<file path="src/rtl/uart_tx_feeder_if.sv">
// Host/TX-side bundle for the feeder: host push port, FIFO status and TX launch port.
interface uart_tx_feeder_if #(
    parameter int DATA_WIDTH = 8,
    parameter int ADDR_WIDTH = 3
);
    logic                  Wr_En;
    logic [DATA_WIDTH-1:0] Wr_Data;
    logic                  Full;
    logic                  Empty;
    logic [ADDR_WIDTH:0]   Count;
    logic                  Overflow;
    logic                  Busy;
    logic                  Data_Valid;
    logic [DATA_WIDTH-1:0] P_DATA;

    // The feeder itself
    modport slave (
        input  Wr_En, Wr_Data, Busy,
        output Full, Empty, Count, Overflow, Data_Valid, P_DATA
    );

    // Host logic and TX controller together
    modport master (
        output Wr_En, Wr_Data, Busy,
        input  Full, Empty, Count, Overflow, Data_Valid, P_DATA
    );
endinterface

</file>
<file path="src/rtl/uart_tx_feeder.sv">
// Circular byte FIFO plus launch FSM feeding a UART TX controller.
// The head byte is presented on P_DATA with a one-cycle Data_Valid and is only
// popped once the TX controller drops Busy at the end of the frame.
module uart_tx_feeder #(
    parameter int DATA_WIDTH = 8,
    parameter int ADDR_WIDTH = 3
) (
    input  logic                 clk,
    input  logic                 RST,
    uart_tx_feeder_if.slave      bus
);
    localparam int DEPTH = 1 << ADDR_WIDTH;
    localparam logic [ADDR_WIDTH:0] FULL_CNT = (ADDR_WIDTH+1)'(DEPTH);

    typedef enum logic [1:0] {IDLE, LAUNCH, WAIT_ACK, WAIT_DONE} state_t;

    state_t                r_state, w_next;
    logic [DATA_WIDTH-1:0] r_mem [DEPTH];
    logic [ADDR_WIDTH-1:0] r_wr_ptr, r_rd_ptr;
    logic [ADDR_WIDTH:0]   r_count, w_count_nxt;
    logic                  r_full, r_empty, r_ovf, r_dv;
    logic [DATA_WIDTH-1:0] r_pdata;
    logic                  w_push, w_pop, w_load;

    // A push is accepted only against the registered Full flag, even if a pop
    // frees a slot on the same edge.
    assign w_push = bus.Wr_En & ~r_full;

    // Launch FSM next-state: load the head on IDLE->LAUNCH, pop on WAIT_DONE->IDLE
    always_comb begin
        w_next = r_state;
        w_pop  = 1'b0;
        w_load = 1'b0;
        case (r_state)
            IDLE: begin
                if (!r_empty && !bus.Busy) begin
                    w_next = LAUNCH;
                    w_load = 1'b1;
                end
            end
            LAUNCH:    w_next = WAIT_ACK;
            WAIT_ACK:  w_next = bus.Busy ? WAIT_DONE : LAUNCH;
            WAIT_DONE: begin
                if (!bus.Busy) begin
                    w_next = IDLE;
                    w_pop  = 1'b1;
                end
            end
            default:   w_next = IDLE;
        endcase
    end

    // Occupancy after this edge; simultaneous push and pop cancel out
    always_comb begin
        w_count_nxt = r_count;
        case ({w_push, w_pop})
            2'b10:   w_count_nxt = r_count + 1'b1;
            2'b01:   w_count_nxt = r_count - 1'b1;
            default: w_count_nxt = r_count;
        endcase
    end

    // State register; Data_Valid is registered alongside so it is high exactly in LAUNCH
    always_ff @(posedge clk) begin
        if (RST) begin
            r_state <= IDLE;
            r_dv    <= 1'b0;
        end else begin
            r_state <= w_next;
            r_dv    <= (w_next == LAUNCH);
        end
    end

    // Pointers, occupancy and flags all move on the same edge
    always_ff @(posedge clk) begin
        if (RST) begin
            r_wr_ptr <= '0;
            r_rd_ptr <= '0;
            r_count  <= '0;
            r_full   <= 1'b0;
            r_empty  <= 1'b1;
            r_ovf    <= 1'b0;
        end else begin
            if (w_push) r_wr_ptr <= r_wr_ptr + 1'b1;
            if (w_pop)  r_rd_ptr <= r_rd_ptr + 1'b1;
            r_count <= w_count_nxt;
            r_full  <= (w_count_nxt == FULL_CNT);
            r_empty <= (w_count_nxt == '0);
            r_ovf   <= bus.Wr_En & r_full;
        end
    end

    // Storage array; contents need no reset since the pointers define validity
    always_ff @(posedge clk) begin
        if (!RST && w_push) r_mem[r_wr_ptr] <= bus.Wr_Data;
    end

    // Head byte captured at launch and frozen until the frame completes (retries reuse it)
    always_ff @(posedge clk) begin
        if (RST)         r_pdata <= '0;
        else if (w_load) r_pdata <= r_mem[r_rd_ptr];
    end

    assign bus.Full       = r_full;
    assign bus.Empty      = r_empty;
    assign bus.Count      = r_count;
    assign bus.Overflow   = r_ovf;
    assign bus.Data_Valid = r_dv;
    assign bus.P_DATA     = r_pdata;
endmodule

</file>
<file path="src/flat_wrapper.sv">
// flat-port wrapper written by rule: the top's interface ports become plain ports
module uart_tx_feeder_flat 
#(
    parameter int DATA_WIDTH = 8,
    parameter int ADDR_WIDTH = 3
)
  (clk, RST, bus_Wr_En, bus_Wr_Data, bus_Busy, bus_Full, bus_Empty, bus_Count, bus_Overflow, bus_Data_Valid, bus_P_DATA);
  uart_tx_feeder_if #(.DATA_WIDTH(DATA_WIDTH), .ADDR_WIDTH(ADDR_WIDTH)) bus_i ();
  input  logic clk;
  input  logic RST;
  input wire logic [$bits(bus_i.Wr_En)-1:0] bus_Wr_En;
  input wire logic [$bits(bus_i.Wr_Data)-1:0] bus_Wr_Data;
  input wire logic [$bits(bus_i.Busy)-1:0] bus_Busy;
  output wire logic [$bits(bus_i.Full)-1:0] bus_Full;
  output wire logic [$bits(bus_i.Empty)-1:0] bus_Empty;
  output wire logic [$bits(bus_i.Count)-1:0] bus_Count;
  output wire logic [$bits(bus_i.Overflow)-1:0] bus_Overflow;
  output wire logic [$bits(bus_i.Data_Valid)-1:0] bus_Data_Valid;
  output wire logic [$bits(bus_i.P_DATA)-1:0] bus_P_DATA;
  assign bus_i.Wr_En = bus_Wr_En;
  assign bus_i.Wr_Data = bus_Wr_Data;
  assign bus_i.Busy = bus_Busy;
  assign bus_Full = bus_i.Full;
  assign bus_Empty = bus_i.Empty;
  assign bus_Count = bus_i.Count;
  assign bus_Overflow = bus_i.Overflow;
  assign bus_Data_Valid = bus_i.Data_Valid;
  assign bus_P_DATA = bus_i.P_DATA;
  uart_tx_feeder #(.DATA_WIDTH(DATA_WIDTH), .ADDR_WIDTH(ADDR_WIDTH)) u_core (.clk(clk), .RST(RST), .bus(bus_i));
endmodule
</file>
<file path="config.mk">
export PLATFORM = sky130hd
export DESIGN_NAME = uart_tx_feeder_flat
export DESIGN_NICKNAME = d
export VERILOG_FILES = /design/src/rtl/uart_tx_feeder_if.sv /design/src/rtl/uart_tx_feeder.sv /design/src/flat_wrapper.sv
export SDC_FILE = /design/constraint.sdc
export NUM_CORES = 1
export LEC_CHECK = 0
export BUFFER_PORTS_ARGS = -buffer_cell sky130_fd_sc_hd__buf_2
export CELL_PAD_IN_SITES_DETAIL_PLACEMENT = 0
export CELL_PAD_IN_SITES_GLOBAL_PLACEMENT = 1
export CORE_MARGIN = 8
export CORE_UTILIZATION = 54
export CTS_CLUSTER_DIAMETER = 150
export CTS_CLUSTER_SIZE = 25
export DETAILED_ROUTE_END_ITERATION = 10
export PLACE_DENSITY = 0.9
export SKIP_LAST_GASP = 1
export SLEW_MARGIN = 30
export SYNTH_ARGS = -nofsm -noshare
export SYNTH_HDL_FRONTEND = slang
export SYNTH_SLANG_ARGS = --single-unit
</file>
<file path="constraint.sdc">
create_clock -name clk -period 3.85 [get_ports clk]
set_input_delay 0.385 -clock clk [delete_from_list [all_inputs] [get_ports clk]]
set_output_delay 0.385 -clock clk [all_outputs]
set_load 0.03 [all_outputs]
</file>
### Yosys cells after proc, flatten, opt, wreduce, memory -nomap -nowiden

Memories as Yosys holds them, arrays and structs flattened. A register that Yosys moved wholly into a read port is not among the register bits.
Index checks and enable logic that the tools add are counted.

* register bits after elaboration: 16
* latch bits: 0
* memory bits (writable): 64
* bits in read-only memories: 0
* input bits: 12
* output and inout bits: 16
* memories kept: 1

* add/sub/neg operators: 4
* multiply operators: 0
* divide/modulo/power cells: 0
* order comparisons: 0
* equality and inequality tests: 7
* shift-type cells: 0
* muxes and demuxes: 11
* bitwise operators: 3
* reduce and logical (&&, ||, !) cells: 7

Memories
* u_core.r_mem: words 8, width 8, read ports 1, clocked after memory_dff 1, write ports 1, RTL line uart_tx_feeder.sv:18 `logic [DATA_WIDTH-1:0] r_mem [DEPTH];`

Operators by type and width (count)
* $pmux W2 S4: 1
* $pmux W4 S2: 1
* $add A3 B1 Y3 const B: 2
* $eq A2 B1 Y1 const B: 3
* $eq A2 B2 Y1 const B: 3
* $mux W1: 6
* $mux W2: 3
* $add A4 B1 Y4 const B: 1
* $eq A4 B4 Y1 const B: 1
* $logic_not A4 Y1: 1
* $sub A4 B1 Y4 const B: 1
* $logic_not A1 Y1: 3
* $and A1 B1 Y1: 2
* $logic_and A1 B1 Y1: 2
* $logic_not A2 Y1: 1
* $not A1 Y1: 1

### Longest topological paths before layout

Gate-level depths: netlist of run 1.

* word-level depth: 5
* depth in mapped cells: 10

### Least setup slack after synthesis of run 1

OpenSTA, ideal clock, no wires.

* kind: register to register
* start point: register u_core.r_full, in the netlist u_core.bus.Full
* end point: register u_core.r_full, in the netlist u_core.bus.Full
* library setup time: 0.103 ns
* arrival time: 2.275 ns
* required time: 3.747 ns
* setup slack: 1.471 ns
* cell stages (with the launch flop): 9
* cell sequence: dfxtp_1 and2b_2 bufinv_8 ha_1 nand2b_4 nor4_1 a32oi_1 a21o_1 a2111oi_2

* word-level cells in the longest chain between the ends: 5
* elaborated cells between the ends (all ways): 6
* classes of those cells: eq/ne (3); mux (1); bitwise (2)

RTL lines
* from (decl): RTL line uart_tx_feeder.sv:21 `logic r_full, r_empty, r_ovf, r_dv;`
* from (signal assigned): RTL line uart_tx_feeder.sv:87 `r_full <= (w_count_nxt == FULL_CNT);`
* $not A1 Y1 (*): RTL line uart_tx_feeder.sv:27 `assign w_push = bus.Wr_En & ~r_full;`
* $and A1 B1 Y1 (*): RTL line uart_tx_feeder.sv:27
* $eq A2 B1 Y1 / $eq A2 B2 Y1 (equally long branches): RTL line uart_tx_feeder.sv:56 `case ({w_push, w_pop})`
* $pmux W4 S2 (*): RTL line uart_tx_feeder.sv:56
* $eq A4 B4 Y1 (*): RTL line uart_tx_feeder.sv:87

Every way passes the cells marked *; elsewhere a longest branch is shown, timed or not.
A chain may end at the register's enable or synchronous reset.

### Final worst setup path of run 1

Same ends and word-level chain as after synthesis.

==> run metrics, run 1 <==
Mapped Cells=213; fin crit period=2.37 ns; post-synthesis compound-gate area fraction=4.12%; NumNets Final=261; synth warn=0; Die Area=9290 sq um; post-cts hold buffer count=0; #FFs+latches synth=88; number of I/O pins=28; syn_nets=229; GRT busiest layer=met2; pwr/cell area=452 nW/um^2; num rows=29; # H-tree levels=3; clock transition at the registers of the reported paths=0.09 ns; hpwl dp=3810 um; GRT overflow=0; Skew-Pair Late Insertion Delay=0.36 ns; RSZ-0062 raised after global routing=false; Rel. slew slack=37.8%; Slew Limit Fails=0; CTS root buffer=clkbuf_8; Worst Hold Class=input port to flop; synthesized area per cell=16.4 sq um; met1 usage=17.8%; wire length per cell=17.7 um; chip height=96.4 um; Setup Crit Path Kind=flop to flop; via density per instance=5.61; TritonCTS Buffers=9; EDFF count, synth=64; met3 Use GR=4.25%; gpl congestion=0.787; Leak=1.32 nW; Worst Path Required=4.12 ns; total power=1.76 mW; largest net degree at the start of global routing=26; Hold Violations, Final=0; largest family of logic cells by synthesized area=multiplexers; post-CTS setup buffers=0; area leader, netlist=edfxtp_1; Post-Synth XOR/XNOR Area=1.76%; Slew @ Worst Pin=0.929 ns; Crit. End Element=flop; Final setup viols=0; most common cell in the synthesized netlist=edfxtp_1; Post-Route Setup TNS=0 ns; P&R area growth vs syn=11.5%; Non-Filler Instances=327; GRT Total Usage=14.2%; Synth Cell Area=3490 sq um; layout cell share with drive strength beyond 1=29.2%; Final period util=61.5%; status=completed; DRC=0; type of origin of the critical path=flop; Die X=96.4 um; worst-path maximum fanout=8; TritonCTS clock tree=built; DR vias=1833; worst path arrival time=2.64 ns; Async SR Flop Fraction=0%; Synth area leaders=edfxtp_1, dfxtp_1, mux4_2; starting DRC count in detailed routing=85; register area share after synthesis=68.9%; most frequent cells after synthesis=edfxtp_1, nor2_1, dfxtp_1; Post-synth top flop=edfxtp_1; I/O Buffers=27; vias in the first global route=1916; router iterations before antenna repair=4; antenna violations before repair=0; final hold slack=0.235 ns; CTS Sinks=88; initial cell density of the core=55.3%; mux contribution to synthesized area=13.5%; Antenna Nets Post-Route=0; MaxCap Viol Count=0; Core Footprint=6310 sq um; Synth Area in Adders=1.43%; # resized after CTS=0; VDD IR max=304 uV; area share of the largest cell type after synthesis=55.1%; max frequency=0.422 GHz; DRT Wirelength=5800 um; # fillers=472; Post-Synth Simple-Gate Area=8.21%; ANT cells=0; placed insts=311; Clock Tree Buf Depth=2; Final Skew=0.00920 ns; met2 GRT Util=21.2%; Synth cell types=37; global-route wire length before repair=9520 um
## through the flow
step / setup slack (ns) / utilization [%] / cell area (sq um)
floorplan: 1.47 / - / 3490
global placement: 1.37 / 58.6 / 3700
detailed placement: 1.35 / 58.6 / 3700
CTS: 1.48 / 61.6 / 3890
global route: 1.29 / 61.6 / 3890
finish: 1.48 / 61.6 / 3890
## logic make-up (layout without fill, tap and decap cells)
logic type	count (synthesis)	in the layout
xor+xnor	7	7
simple gates	56	56
buf+inv	12	49
flops	88	88
compound gates	19	19
mux	27	27
fa+ha+maj	4	4
## power breakdown
group | internal [mW] | switching, mW
combinational | 0.0422 | 0.0683
sequential | 1.04 | 0.0152
clock | 0.247 | 0.349
## sequential cells by signal, summed over array words and instances (netlist names)
name	cells
u_core.r_state	2
u_core.bus.Empty	1
u_core.r_rd_ptr	3
u_core.bus.P_DATA	8
u_core.bus.Data_Valid	1
u_core.bus.Full	1
u_core.r_wr_ptr	3
u_core.bus.Overflow	1
u_core.r_mem	64
u_core.bus.Count	4
## cells in the final DEF (no fill, tap or decap), types with 2 or more instances in the layout
cell        Yosys  layout
a211oi_1        8       8
a21o_1          2       2
a21oi_1         3       3
and3b_1         2       2
buf_2           2      27
buf_4           3       5
clkbuf_8        0       9
clkinvlp_4      0       2
dfxtp_1        24      23
edfxtp_1       64      64
ha_1            4       4
inv_6           0       3
mux2i_1        11      11
mux4_2         16      16
nand2_1         8       8
nand2b_1        3       3
nand3_1         2       2
nor2_1         26      25
nor3_1          4       4
nor4_1          2       2
xnor2_1         4       4
xor2_1          3       3
## routing by layer
layer / share of wire (%) / vias up / wire (um)
met4: 3.1 / 0 / 177
met5: 0 / - / 0
met1: 45 / 891 / 2590
met2: 46 / 47 / 2660
li1: - / 879 / -
met3: 6.4 / 16 / 373
## final timing paths
kind | slack [ns] | start | to | cells after the start
worst max-delay path | 1.48 | u_core.bus.Full | u_core.bus.Full | 8
worst min-delay path | 0.23 | bus_Wr_En | u_core.bus.Overflow | 3
worst max register to register | 1.48 | u_core.bus.Full | u_core.bus.Full | 8
worst min register to register | 0.48 | u_core.bus.Full | u_core.bus.Overflow | 2
## final cells by class
cell class / count / area, sq um / share of cell area (%)
Clock buffer: 9 / 124 / 3.18
Clock inverter: 7 / 61.3 / 1.58
Inverter: 1 / 17.5 / 0.450
Multi-Input combinational cell: 113 / 1010 / 26.1
Sequential cell: 88 / 2400 / 61.8
Tap cell: 77 / 96.3 / 2.48
Timing Repair Buffer: 32 / 173 / 4.44
## critical path: stages (launching register included)
cell and delay [ns]:
dfxtp_1 0.35, and2b_2 0.26, bufinv_8 0.20, ha_1 0.38, nand2b_4 0.19, nor4_1 0.17
a32oi_1 0.16, a21o_1 0.24, a2111oi_2 0.34
No activity file was read; power rests on OpenSTA's default activity.
==> run 2, diff against run 1 <==
- CORE_UTILIZATION: 54 -> 45
- PLACE_DENSITY: 0.9 -> 0.8
- clock period: 3.85 -> 1.9 ns (I/O delays scaled with it)
==> run metrics, run 2 (same netlist as run 1, synthesis figures left out) <==
hpwl dp=4150 um (was 3810 um); I/O Buffers=27 (unchanged); Clock Tree Buf Depth=2 (unchanged); clock transition at the registers of the reported paths=0.10 ns (was 0.09 ns); fin crit period=2.02 ns (was 2.37 ns); Non-Filler Instances=375 (was 327); Die Area=10800 sq um (was 9290 sq um); TritonCTS Buffers=9 (unchanged); global-route wire length before repair=10400 um (was 9520 um); Slew @ Worst Pin=0.637 ns (was 0.929 ns); commonest non-fill, non-tap cell in the layout=edfxtp_1 (unchanged); Leak=1.46 nW (was 1.32 nW); RSZ-0062 raised after global routing=true (was false); commonest cells after routing, fill and taps aside=edfxtp_1, buf_2, nor2_1, buf_4, dfxtp_1 (was edfxtp_1, buf_2, nor2_1, dfxtp_1, mux4_2); router iterations before antenna repair=4 (unchanged); slowest CP cell=dfxtp_4 (was ha_1); Crit. End Element=flop (unchanged); P&R area growth vs syn=20.7% (was 11.5%); Rel. slew slack=57.5% (was 37.8%); net switching power=0.891 mW (was 0.432 mW); CP peak stage delay=0.35 ns (was 0.38 ns); Slew Limit Fails=0 (unchanged); number of I/O pins=28 (unchanged); Worst path depth=11 (was 8); CP startpoint=u_core.bus.Full (unchanged); ANT cells=0 (unchanged); initial cell density of the core=45.9% (was 55.3%); reg2reg end=u_core.bus.Empty (was u_core.bus.Full); Setup Crit Path Kind=flop to flop (unchanged); Final setup viols=3 (was 0); Reg2Reg Depth=11 (was 8); via density per instance=5.14 (was 5.61); cell internal pwr=2.85 mW (was 1.33 mW); antenna violations before repair=0 (unchanged); crit path buf inv count=2 (was 1); max reg flops=64 (unchanged); Worst R2R Start=u_core.bus.Full (unchanged); GRT Total Usage=12.3% (was 14.2%); vias in the first global route=2021 (was 1916); wire length per cell=16.8 um (was 17.7 um); Die X=104 um (was 96.4 um); DRC=0 (unchanged); pwr/cell area=889 nW/um^2 (was 452 nW/um^2); worst-path maximum fanout=3 (was 8); chip height=104 um (was 96.4 um); # fillers=626 (was 472); type of origin of the critical path=flop (unchanged); Flop pwr share=56.9% (was 59.9%); Core Footprint=7610 sq um (was 6310 sq um); Final WS setup=-0.122 ns (was 1.48 ns); largest net degree at the start of global routing=21 (was 26); Antenna Nets Post-Route=0 (unchanged); failing checks=setup timing; num rows=32 (was 29); layout cell share with drive strength beyond 1=38.8% (was 29.2%); combinational share of power=7.3% (was 6.3%); r2r setup slk=-0.12 ns (was 1.48 ns); status=finished with violations (was completed); starting DRC count in detailed routing=67 (was 85); top cell family by delay on the critical path=simple AND/OR/NAND/NOR gates (was compound AO/OA/AOI/OAI gates); DR vias=1926 (was 1833); NumNets Final=284 (was 261); placed insts=355 (was 311); switch share=23.8% (was 24.6%); # H-tree levels=3 (unchanged); MaxCap Viol Count=0 (unchanged); VDD IR max=505 uV (was 304 uV); Final period util=106% (was 61.5%); Cell Chain, Critical Path=and2b_2, inv_8, nand2_2, xnor2_2, ha_2, a21o_1, nand3_2, nor3b_4, buf_4, xnor2_2, a41o_1 (was and2b_2, bufinv_8, ha_1, nand2b_4, nor4_1, a32oi_1, a21o_1, a2111oi_2); Worst Path Required=2.14 ns (was 4.12 ns); CP Capture Point=u_core.bus.Empty (was u_core.bus.Full); GRT overflow=0 (unchanged); CTS root buffer=clkbuf_8 (unchanged); final hold slack=0.0527 ns (was 0.235 ns); CTS Sinks=88 (unchanged); Final Skew=0.0111 ns (was 0.00920 ns); Skew-Pair Late Insertion Delay=0.35 ns (was 0.36 ns); Multi-input gate area=1090 sq um (was 1010 sq um); max frequency=0.495 GHz (was 0.422 GHz); cell mode on critical path=xnor2_2; Most flops, register=u_core.r_mem (unchanged); DRT Wirelength=6290 um (was 5800 um); Clk pwr share=35.8% (was 33.9%); Hold Violations, Final=0 (unchanged); TritonCTS clock tree=built (unchanged); sequential cell area=2410 sq um (was 2400 sq um); Worst Hold Class=input port to flop (unchanged); gpl congestion=0.763 (was 0.787); worst path arrival time=2.27 ns (was 2.64 ns)
==> run 2: cell types whose count changed in the layout (fill, tap and decap cells not counted), moves of 2 or more <==
cell and change:
nor4_1 -2, xnor2_1 -2, buf_6 +3, xnor2_2 +2, buf_4 +19, nor4_2 +2
inv_8 +2, ha_1 -2
==> run 2: what timing repair did <==
item	4_1_cts	5_1_grt
setup buffers	3	2
pin swaps	7	3
setup endpoints to repair	2	9
resized for setup	6	8
hold buffers	0	0
hold endpoints to repair	0	0
==> run 2: how the worst min path moves through the flow <==
stage / startpoint / to / slack, ns / cells past startpoint
finish: bus_Wr_En / u_core.bus.Overflow / 0.05 / 3
global route: bus_Wr_En / u_core.bus.Overflow / 0.05 / 3
CTS: bus_Wr_En / u_core.bus.Overflow / 0.04 / 3
detailed placement: bus_Wr_En / u_core.bus.Overflow / 0.43 / 3
global placement: bus_Wr_En / u_core.bus.Overflow / 0.42 / 3
floorplan: RST / u_core.bus.Full / 0.26 / 1
==> run 2: through the flow <==
step | instance area [sq um] | TNS [ns] | setup slack, ns | total power, mW | utilization (%)
floorplan | 3500 | -0.248 | -0.140 | 2.32 | -
global placement | 3900 | -0.112 | -0.0747 | 2.42 | 51.3
detailed placement | 3900 | -0.249 | -0.159 | 2.43 | 51.3
CTS | 4160 | -0.0675 | -0.0411 | 3.77 | 54.7
global route | 4210 | -0.829 | -0.208 | 3.88 | 55.4
finish | 4210 | -0.205 | -0.122 | 3.74 | 55.4
==> run 2: power by group through the flow <==
stage	clock [mW]	sequential (mW)	combinational (mW)
3_3_place_gp	0	2.17	0.254
4_1_cts	1.37	2.13	0.267
3_5_place_dp	0	2.17	0.258
5_1_grt	1.45	2.14	0.300
2_1_floorplan	0	2.21	0.115
6_report	1.34	2.13	0.273
==> run 2: layout make-up <==
cell class	count	area share, %
Timing Repair Buffer	55	8.76
Tap cell	102	3.03
Clock inverter	7	2.05
Clock buffer	9	2.94
Multi-Input combinational cell	113	25.8
Inverter	1	0.267
Sequential cell	88	57.1
==> run 2: layer usage <==
metal / vias up / wire [um] / GRT usage [%]
met4: 0 / 23 / 4.03
met2: 40 / 3240 / 20.6
met1: 953 / 2730 / 14.6
met3: 2 / 295 / 3.78
li1: 931 / - / -
met5: - / 0 / 0
==> run 2: worst reg2reg max path, delay by kind of cell, from the launching register on <==
family / cells / cell delay [ns]
flip-flops: 1 / 0.35
XOR/XNOR: 2 / 0.20
AND/OR/NAND/NOR: 4 / 0.61
adder cells (fa/ha/maj): 1 / 0.16
buffers and inverters: 2 / 0.22
AO/OA/AOI/OAI: 2 / 0.37
==> run 3, diff against run 2 <==
- CORE_UTILIZATION: 45 -> 50
- PLACE_DENSITY: 0.8 -> 0.84
- SKIP_CTS_REPAIR_TIMING: unset -> 1
- clock period: 1.9 -> 2 ns (I/O delays scaled with it)
==> run metrics, run 3 (same netlist as run 1, synthesis figures left out) <==
TritonCTS Buffers=9 (unchanged); Flop pwr share=58.0% (was 56.9%); cell internal pwr=2.68 mW (was 2.85 mW); Post-Route Setup TNS=-0.136 ns (was -0.205 ns); final hold slack=0.0698 ns (was 0.0527 ns); hold path start=bus_Wr_En (unchanged); Core Footprint=6760 sq um (was 7610 sq um); # H-tree levels=3 (unchanged); chip height=99.5 um (was 104 um); TritonCTS clock tree=built (unchanged); Final setup viols=2 (was 3); Final WS setup=-0.0687 ns (was -0.122 ns); DRC=0 (unchanged); Antenna Nets Post-Route=0 (unchanged); worst-path maximum fanout=4 (was 3); global-route wire length before repair=10100 um (was 10400 um); initial cell density of the core=51.6% (was 45.9%); P&R area growth vs syn=18.5% (was 20.7%); gpl congestion=0.807 (was 0.763); worst path arrival time=2.32 ns (was 2.27 ns); switch share=23.1% (was 23.8%); Clk pwr share=35.0% (was 35.8%); CTS root buffer=clkbuf_8 (unchanged); Die X=99.5 um (was 104 um); failing checks=setup timing (unchanged); starting DRC count in detailed routing=162 (was 67); max frequency=0.483 GHz (was 0.495 GHz); number of I/O pins=28 (unchanged); VDD IR max=679 uV (was 505 uV); clock transition at the registers of the reported paths=0.09 ns (was 0.10 ns); ANT cells=0 (unchanged); Slew @ Worst Pin=0.602 ns (was 0.637 ns); DR vias=1934 (was 1926); Clock Tree Buf Depth=2 (unchanged); Setup Crit Path Kind=flop to flop (unchanged); vias in the first global route=1948 (was 2021); Worst Path Required=2.25 ns (was 2.14 ns); net switching power=0.806 mW (was 0.891 mW); Skew-Pair Late Insertion Delay=0.35 ns (about the same); MaxCap Viol Count=0 (unchanged); pwr/cell area=844 nW/um^2 (was 889 nW/um^2); NumNets Final=281 (was 284); router iterations before antenna repair=4 (unchanged); antenna violations before repair=0 (unchanged); reg2reg end=u_core.bus.Full (was u_core.bus.Empty); max reg flops=64 (unchanged); via density per instance=5.53 (was 5.14); hpwl dp=4170 um (was 4150 um); Worst R2R Start=u_core.bus.Full (unchanged); commonest cells after routing, fill and taps aside=edfxtp_1, buf_2, nor2_1, buf_4, dfxtp_1 (unchanged); status=finished with violations (unchanged); layout cell share with drive strength beyond 1=35.9% (was 38.8%); Crit. End Element=flop (unchanged); combinational share of power=7.0% (was 7.3%); Die Area=9910 sq um (was 10800 sq um); type of origin of the critical path=flop (unchanged); Slew Limit Fails=0 (unchanged); DRT Wirelength=6390 um (was 6290 um); Final Skew=0.00730 ns (was 0.0111 ns); RSZ-0062 raised after global routing=true (unchanged); largest net degree at the start of global routing=20 (was 21); # fillers=500 (was 626); Hold Violations, Final=0 (unchanged); r2r setup slk=-0.07 ns (was -0.12 ns); num rows=30 (was 32); WHS Path Cells=3 (unchanged); GRT overflow=0 (unchanged); Leak=1.44 nW (was 1.46 nW); Hold Path End=u_core.bus.Overflow (unchanged); Most flops, register=u_core.r_mem (unchanged); fin crit period=2.07 ns (was 2.02 ns); Worst Hold Class=input port to flop (unchanged); Rel. slew slack=59.8% (was 57.5%); GRT Total Usage=13.7% (was 12.3%); CTS Sinks=88 (unchanged); wire length per cell=18.3 um (was 16.8 um); Final period util=103% (was 106%); I/O Buffers=27 (unchanged); Reg2Reg Depth=10 (was 11); commonest non-fill, non-tap cell in the layout=edfxtp_1 (unchanged)
-- run 3: how the worst max path moves through the flow --
stage,start,endpoint,cells after the start
3_5_place_dp,bus_Busy,u_core.bus.Full,8
3_3_place_gp,bus_Busy,u_core.bus.Full,8
2_1_floorplan,u_core.bus.Full,u_core.bus.Full,8
4_1_cts,u_core.bus.Full,u_core.bus.Full,8
5_1_grt,u_core.bus.Full,u_core.bus.Full,10
6_report,u_core.bus.Full,u_core.bus.Full,10
-- run 3: through the flow --
step / cell area, sq um / worst slack [ns] / instances / utilization, % / total power, mW
4_1_cts: 4070 / -0.0999 / 346 / 60.2 / 3.51
6_report: 4130 / -0.0687 / 350 / 61.2 / 3.49
5_1_grt: 4130 / -0.191 / 350 / 61.2 / 3.62
3_3_place_gp: 3860 / -0.00108 / 330 / 57.2 / 2.30
2_1_floorplan: 3500 / -0.0955 / 213 / - / 2.21
3_5_place_dp: 3860 / -0.101 / 330 / 57.2 / 2.30
-- run 3: critical path, cell delays in order (launching register included) --
cell       delay [ns]
dfxtp_4          0.35
and2b_2          0.25
inv_8            0.07
nand2_2          0.06
xnor2_1          0.14
ha_2             0.18
a21o_1           0.17
nand3_1          0.09
nor3b_4          0.24
xor2_1           0.13
a2111oi_4        0.28
-- run 3: power groups by stage --
stage	sequential [mW]	clock, mW	combinational [mW]
final	2.02	1.22	0.245
after global routing	2.03	1.32	0.269
after CTS	2.02	1.25	0.239
after detailed placement	2.07	0	0.238
after global placement	2.06	0	0.233
after floorplan	2.10	0	0.109
-- run 3: metal layers --
layer / track usage (%) / routed length [um]
met1: 17.9 / 3020
met2: 20.2 / 2970
met5: 0 / 0
met3: 3.98 / 256
met4: 6.98 / 139
-- run 3: layout make-up --
class	instances	area, sq um	area share, %
Multi-Input combinational cell	113	1070	25.8
Clock buffer	9	124	3.00
Timing Repair Buffer	52	348	8.41
Tap cell	80	100	2.42
Clock inverter	7	78.8	1.91
Inverter	1	11.3	0.272
Sequential cell	88	2410	58.2
